**src/rtl/mips_pkg.sv**
```systemverilog
// Shared pipeline constants: writeback control field layout, register-zero index
// and default datapath widths used by decode and writeback.
package mips_pkg;

    localparam int DATA_W_DEFAULT = 32;
    localparam int ADDR_W_DEFAULT = 5;

    // Bit positions inside the 2-bit WB control field carried down the pipe.
    localparam int WB_REGWRITE = 1;
    localparam int WB_MEMTOREG = 0;

    localparam int REG_ZERO = 0;

endpackage

```
**src/rtl/regfile_2r1w.sv**
```systemverilog
// Architectural register array: two combinational read ports, one write port,
// hardwired zero register and write-first bypass.
module regfile_2r1w
    import mips_pkg::*;
#(
    parameter int DATA_W = DATA_W_DEFAULT,
    parameter int ADDR_W = ADDR_W_DEFAULT
) (
    input  logic              clk,
    input  logic              reset,
    input  logic              wrEn,
    input  logic [ADDR_W-1:0] wrAddr,
    input  logic [DATA_W-1:0] wrData,
    input  logic [ADDR_W-1:0] rdAddrA,
    input  logic [ADDR_W-1:0] rdAddrB,
    output logic [DATA_W-1:0] rdDataA,
    output logic [DATA_W-1:0] rdDataB
);

    localparam int NREGS = 1 << ADDR_W;
    localparam logic [ADDR_W-1:0] ZERO_IDX = ADDR_W'(REG_ZERO);

    logic [DATA_W-1:0] regs [NREGS];

    always_ff @(posedge clk) begin
        if (reset) begin
            for (int i = 0; i < NREGS; i++) begin
                regs[i] <= '0;
            end
        end else if (wrEn && (wrAddr != ZERO_IDX)) begin
            regs[wrAddr] <= wrData;
        end
    end

    // Write-first: a read of the register being written sees the new value now.
    always_comb begin
        rdDataA = regs[rdAddrA];
        if (rdAddrA == ZERO_IDX) begin
            rdDataA = '0;
        end else if (wrEn && (rdAddrA == wrAddr)) begin
            rdDataA = wrData;
        end
    end

    always_comb begin
        rdDataB = regs[rdAddrB];
        if (rdAddrB == ZERO_IDX) begin
            rdDataB = '0;
        end else if (wrEn && (rdAddrB == wrAddr)) begin
            rdDataB = wrData;
        end
    end

endmodule

```
**src/rtl/wb_regfile.sv**
```systemverilog
// Writeback stage: selects load data or ALU result, commits it to the register
// file, and tracks the sticky halt flag and committed-write count.
module wb_regfile
    import mips_pkg::*;
#(
    parameter int DATA_W = DATA_W_DEFAULT,
    parameter int ADDR_W = ADDR_W_DEFAULT
) (
    input  logic              clk,
    input  logic              reset,
    input  logic [DATA_W-1:0] MemOpReg,
    input  logic [DATA_W-1:0] ResultRTypeReg,
    input  logic [ADDR_W-1:0] WrRegReg,
    input  logic [1:0]        WBReg,
    input  logic              HaltReg,
    input  logic [ADDR_W-1:0] RdAddrA,
    input  logic [ADDR_W-1:0] RdAddrB,
    output logic [DATA_W-1:0] RdDataA,
    output logic [DATA_W-1:0] RdDataB,
    output logic [DATA_W-1:0] WrData,
    output logic              WrEn,
    output logic              Halted,
    output logic [31:0]       WriteCount
);

    assign WrData = WBReg[WB_MEMTOREG] ? MemOpReg : ResultRTypeReg;

    // Gated by the registered flag so the halting instruction's own write lands.
    assign WrEn = WBReg[WB_REGWRITE] && (WrRegReg != ADDR_W'(REG_ZERO)) && !Halted;

    always_ff @(posedge clk) begin
        if (reset) begin
            Halted     <= 1'b0;
            WriteCount <= '0;
        end else begin
            if (HaltReg) begin
                Halted <= 1'b1;
            end
            if (WrEn) begin
                WriteCount <= WriteCount + 32'd1;
            end
        end
    end

    regfile_2r1w #(
        .DATA_W(DATA_W),
        .ADDR_W(ADDR_W)
    ) regs (
        .clk    (clk),
        .reset  (reset),
        .wrEn   (WrEn),
        .wrAddr (WrRegReg),
        .wrData (WrData),
        .rdAddrA(RdAddrA),
        .rdAddrB(RdAddrB),
        .rdDataA(RdDataA),
        .rdDataB(RdDataB)
    );

endmodule

```
**config.mk**
```make
export PLATFORM = sky130hd
export DESIGN_NAME = wb_regfile
export DESIGN_NICKNAME = d
export VERILOG_FILES = /design/src/rtl/mips_pkg.sv /design/src/rtl/regfile_2r1w.sv /design/src/rtl/wb_regfile.sv
export SDC_FILE = /design/constraint.sdc
export NUM_CORES = 2
export LEC_CHECK = 0
export CAP_MARGIN = 15
export CORE_MARGIN = 2
export CORE_UTILIZATION = 44
export DETAILED_ROUTE_END_ITERATION = 12
export GPL_TIMING_DRIVEN = 0
export PLACE_DENSITY = 0.71
export SLEW_MARGIN = 20
export SYNTH_ARGS = -nofsm -noshare
export SYNTH_HDL_FRONTEND = slang
export SYNTH_SLANG_ARGS = --single-unit
```
**constraint.sdc**
```tcl
create_clock -name clk -period 3.6 [get_ports clk]
set_input_delay 0.54 -clock clk [delete_from_list [all_inputs] [get_ports clk]]
set_output_delay 0.54 -clock clk [all_outputs]
set_load 0.02 [all_outputs]
```
Yosys cells after proc, flatten, opt, wreduce, memory -nomap -nowiden
Memory sizes are Yosys's and may differ from the RTL's. Index checks and enable logic that the tools add are counted.

Memory bits (read-only): 0. Register bits after elaboration: 33. Output and inout port bits: 130. Memories kept: 1. Bits in latches: 0. Memory bits (writable): 1024. Input bits: 84. Logic and storage cells: 29.

Memories: regs.regs (words 32, width 32, rd ports 2, clocked after memory_dff 0, wr ports 32, line regfile_2r1w.sv:23) `logic [DATA_W-1:0] regs [NREGS];`.

Reductions and logical operators: 10. Div/mod/pow operators: 0. $mul: 0. Bitwise logic cells: 0. Add/sub/neg operators: 1. Magnitude comparators: 0. Multiplexer cells: 13. Equality and inequality tests: 2. Shifts and indexed selects: 0.

Operator list (count): 32-bit 2-to-1 mux (6); 32-bit by 1-bit adder with 32-bit output (second input constant) (1); 32-bit OR reduction (1); 5-bit equality test (2); 5-bit logical NOT (2); 1-bit 2-to-1 mux (6); 1-bit logical AND (5); 5-bit 2-to-1 mux (1); 5-bit nonzero test (1); 1-bit logical NOT (1).

Logic depth before layout (Yosys ltp)
Depth after elaboration: 9. Depth in mapped cells: 9. Mapped depth without buffers: 6.

Modules after synthesis
From an unflattened synthesis, not the netlist that was laid out.

Cells, all modules: 3971. Area, all modules: 56755.7 sq um.

Modules (own cells, without submodules): regfile_2r1w (cells an instance 3740, instances 1, seq. area each 30749.5 sq um, area each 54722.5 sq um); wb_regfile (cells an instance 231, instances 1, seq. area each 660.6 sq um, area each 2033.2 sq um).

Worst setup path after synthesis
Ideal clock, no wire load.

Kind: input -> output. Start point: input port WrRegReg[3]. End point: output port RdDataB[10]. Stages on the path: 7. Data arrival time: 2.400 ns. Buffers on the path: 3. Required time: 3.060 ns. Path slack: 0.660 ns. Cell sequence: buf_2 or3_1 o21ai_2 inv_2 buf_2 buf_1 a311oi_1.

Cells in the longest elaborated chain, start to end: 6. Elaborated cells on any way between the ends: 7. Classes of those cells: eq/ne (1); mux (2); reduce/logical (4).

Ends and longest elaborated chain: start: declaration (line wb_regfile.sv:13) `input logic [ADDR_W-1:0] WrRegReg,`; 5-bit nonzero test (line wb_regfile.sv:29) `assign WrEn = WBReg[WB_REGWRITE] && (WrRegReg != ADDR_W'(REG_ZERO)) && !Halted;`; 1-bit logical AND (2 in a row) (line wb_regfile.sv:29); 1-bit logical AND * (line regfile_2r1w.sv:49) `end else if (wrEn && (rdAddrB == wrAddr)) begin`; 32-bit 2-to-1 mux * (line regfile_2r1w.sv:49); 32-bit 2-to-1 mux * (line regfile_2r1w.sv:47) `if (rdAddrB == ZERO_IDX) begin`; end: declaration (line wb_regfile.sv:19) `output logic [DATA_W-1:0] RdDataB,`.

Mark *: on every way between the ends. The rest lies on a longest branch, timed or not.

Worst setup path in the final report
Start point: input port RdAddrA[3]. End point: output port RdDataA[29].

Cells in the longest elaborated chain, start to end: 4. Elaborated cells on any way between the ends: 6. Classes of those cells: eq/ne (1); mux (2); reduce/logical (2); memory (1).

Ends and longest elaborated chain: start: declaration (line wb_regfile.sv:16) `input logic [ADDR_W-1:0] RdAddrA,`; parallel branches: the longest is 3 deep, another holds memory read 32 x 32 bit; 32-bit 2-to-1 mux * (line regfile_2r1w.sv:38) `if (rdAddrA == ZERO_IDX) begin`; end: declaration (line wb_regfile.sv:18) `output logic [DATA_W-1:0] RdDataA,`.

Mark *: on every way between the ends.

==> flow_summary.json <==
{
  "utilization_pct": 53.3,
  "synthCells": 4104,
  "status": "finished with violations",
  "tns_ps": -3290,
  "wl_um": 259000,
  "fmax_mhz": 269,
  "worst_pin_slew_ps": 1280,
  "dpl.hpwl_um": 180000,
  "p_sw_mw": 8.78,
  "rsz0062_at_grt": "yes",
  "drtPass1Iterations": 9,
  "layout-drive-gt1-share_pct": 28.3,
  "leakage_nw": 23.8,
  "path_class": "primary input to primary output",
  "nets": 4573,
  "final_cell_mix": "nor2_1, edfxtp_1, mux4_2, clkbuf_1, mux2_2",
  "dieArea_um2": 127000,
  "power_mw": 31.0,
  "cts_buffers": 110,
  "grt_remaining_overflow": 0,
  "finalWorstSetupSlack_ps": -122,
  "clock_sinks": 1057,
  "hold_path_class": "primary input to flop",
  "crit_required_ps": 3060,
  "seq_area_um2": 31400,
  "synthToLayoutAreaGrowth_pct": 20.8,
  "rr_endpoint": "regs.regs[4][7]",
  "postLayoutCellArea_um2": 65800,
  "comb_power_share_pct": 16.2,
  "hp-start": "HaltReg",
  "drt_iter0_drc": 9189,
  "period_share_pct": 103,
  "grt_pass1_vias": 41941,
  "r2r_slack_ps": 320,
  "die_h_um": 356,
  "max-slew-margin-rel_pct": 14.8,
  "intPower_mw": 22.2,
  "ff2ff_path_depth": 4,
  "synthArstFlopShare_pct": 0,
  "synth_cell_types": 59,
  "p_clk_share_pct": 38.2,
  "coreArea_um2": 123000,
  "crit_path_start_kind": "primary input",
  "hold_buffers": 0,
  "gp_congestion": 1.08,
  "antenna_left": 0,
  "syn_area_per_cell_um2": 13.3,
  "power.density_nw_per_um2": 471,
  "path_max_fanout": 10,
  "sw_frac_of_total_pct": 28.3,
  "clk_pin_slew_worst_paths_ps": 60,
  "cp-end-kind": "primary output",
  "fin_worst_skew_ps": 33.3,
  "synth_edf_count": 1024,
  "finalMaxSlewViolations": 0,
  "antenna_found_initial": 15,
  "root_buffer": "clkbuf_16",
  "r2r_start": "Halted",
  "arrival_ps": 3180,
  "yosysSeqAreaShare_pct": 57.7,
  "whs_path_depth": 3,
  "hold_violations": 0,
  "ys_ff_latch": 1057,
  "dieWidth_um": 356,
  "rows": 129,
  "clk_latency_ps": 740,
  "ctsHtreeMaxLevel": 3,
  "final_common_cell": "nor2_1",
  "io_pins": 214,
  "avgRoutedWirePerCell_um": 41.6,
  "multi_input_area_um2": 22900,
  "tritoncts": "done",
  "seqPwrFrac_pct": 45.6,
  "grt_max_degree": 33,
  "place_area_um2": 59400,
  "initial_core_util_pct": 44.1,
  "ys.flop_type": "edfxtp_1",
  "viasPerCell": 7.17,
  "cap_viol_max_count": 0,
  "ys.warnings.count": 0,
  "fill_cells": 10156,
  "ctsLongestPathBuffers": 3,
  "hold_end": "Halted",
  "violations": "negative setup slack",
  "grt_pass1_wl_um": 342000,
  "drc_errors": 0,
  "final.min_clock_period_ps": 3720,
  "vdd_ir_drop_max_v": 0.000353,
  "setup_viol": 70,
  "grt_use_total_pct": 40.1,
  "via_count": 44605,
  "synthesis.area_um2": 54400,
  "port_buffers": 208
}
how the worst max path moves through the flow:
stage / slack, ps / end / start
final: -120 / RdDataA[29] / RdAddrA[3]
after global routing: -20 / WrData[16] / WBReg[0]
after CTS: -20 / RdDataA[0] / WrRegReg[3]
after detailed placement: -2610 / RdDataA[0] / RdAddrA[2]
after global placement: -3010 / RdDataA[16] / RdAddrA[2]
after floorplan: 660 / RdDataB[10] / WrRegReg[3]
routing by layer:
metal,GRT usage (%),up-vias,wire length [um]
met3,21.5,1216,49200
li1,-,16447,-
met4,27.4,22,22400
met5,0.981,-,391
met1,48.5,22076,83300
met2,54.7,4844,104000
cells by family (layout without fill, tap and decap cells):
group | count (synthesis) | count (layout) | synth area share [%]
buf+inv | 473 | 918 | 3.71
flops | 1057 | 1057 | 57.7
xor+xnor | 33 | 33 | 0.531
mux | 672 | 672 | 21.6
other cells | 1 | 37 | 0.00689
compound gates | 358 | 358 | 4.94
simple gates | 1509 | 1509 | 11.5
fa+ha+maj | 1 | 1 | 0.0230
Yosys cell counts (33+ instances only):
cell type	instances	area, um^2
dfxtp_1	33	661
o221ai_1	58	508
mux2i_1	116	1160
nand2_1	55	206
clkbuf_1	287	1080
mux2_2	172	1940
a311oi_1	58	508
buf_2	88	440
nor2_1	1146	4300
nor3_1	165	826
o22ai_1	148	926
inv_1	38	143
nor4_1	38	238
mux4_2	384	8650
nand2b_1	37	231
edfxtp_1	1024	30700
registers in the layout, summed over array words and instances (netlist names):
name and count:
WriteCount 32, regs.regs 1024, Halted 1
cell type report:
cell class	instances	area share [%]
diodes	5	0.0190
plain buffers	427	4.67
clock buffers	135	4.44
clock inverters	69	1.02
inverters	39	0.223
multi-input cells	2605	34.9
flip-flops and latches	1057	47.8
well taps	1637	3.11
repair buffers	248	3.87
critical path, stage by stage:
cell and delay [ps]:
clkdlybuf4s15_2 380, clkbuf_4 350, clkbuf_4 370, o221ai_1 310, nor3_1 400, nor3_4 90, a311oi_1 320, dlygate4sd2_1 380
power groups by stage:
stage / sequential [mW] / clock (mW) / combinational (mW)
after floorplan: 14.3 / 0 / 2.26
final: 14.1 / 11.8 / 5.03
after global routing: 14.2 / 12.1 / 4.96
after CTS: 14.1 / 11.6 / 4.64
after global placement: 14.4 / 0 / 4.25
after detailed placement: 14.4 / 0 / 4.35
what timing repair did:
item / 4_1_cts / 5_1_grt
setup endpoints to repair: 91 / 74
buffers inserted: 12 / 4
pin swaps: 22 / 22
resized for setup: 757 / 174
gates cloned: 1 / 0
per-stage QoR:
| stage | hold slack (ps) | std cells | setup WS (ps) |
|---|---|---|---|
| global placement | 478 | 5980 | -3010 |
| global route | 456 | 6220 | -22.6 |
| CTS | 394 | 6214 | -22.5 |
| floorplan | 555 | 4135 | 660 |
| finish | 408 | 6222 | -122 |
| detailed placement | 488 | 6003 | -2610 |
Power figures use the tool's default switching activity.
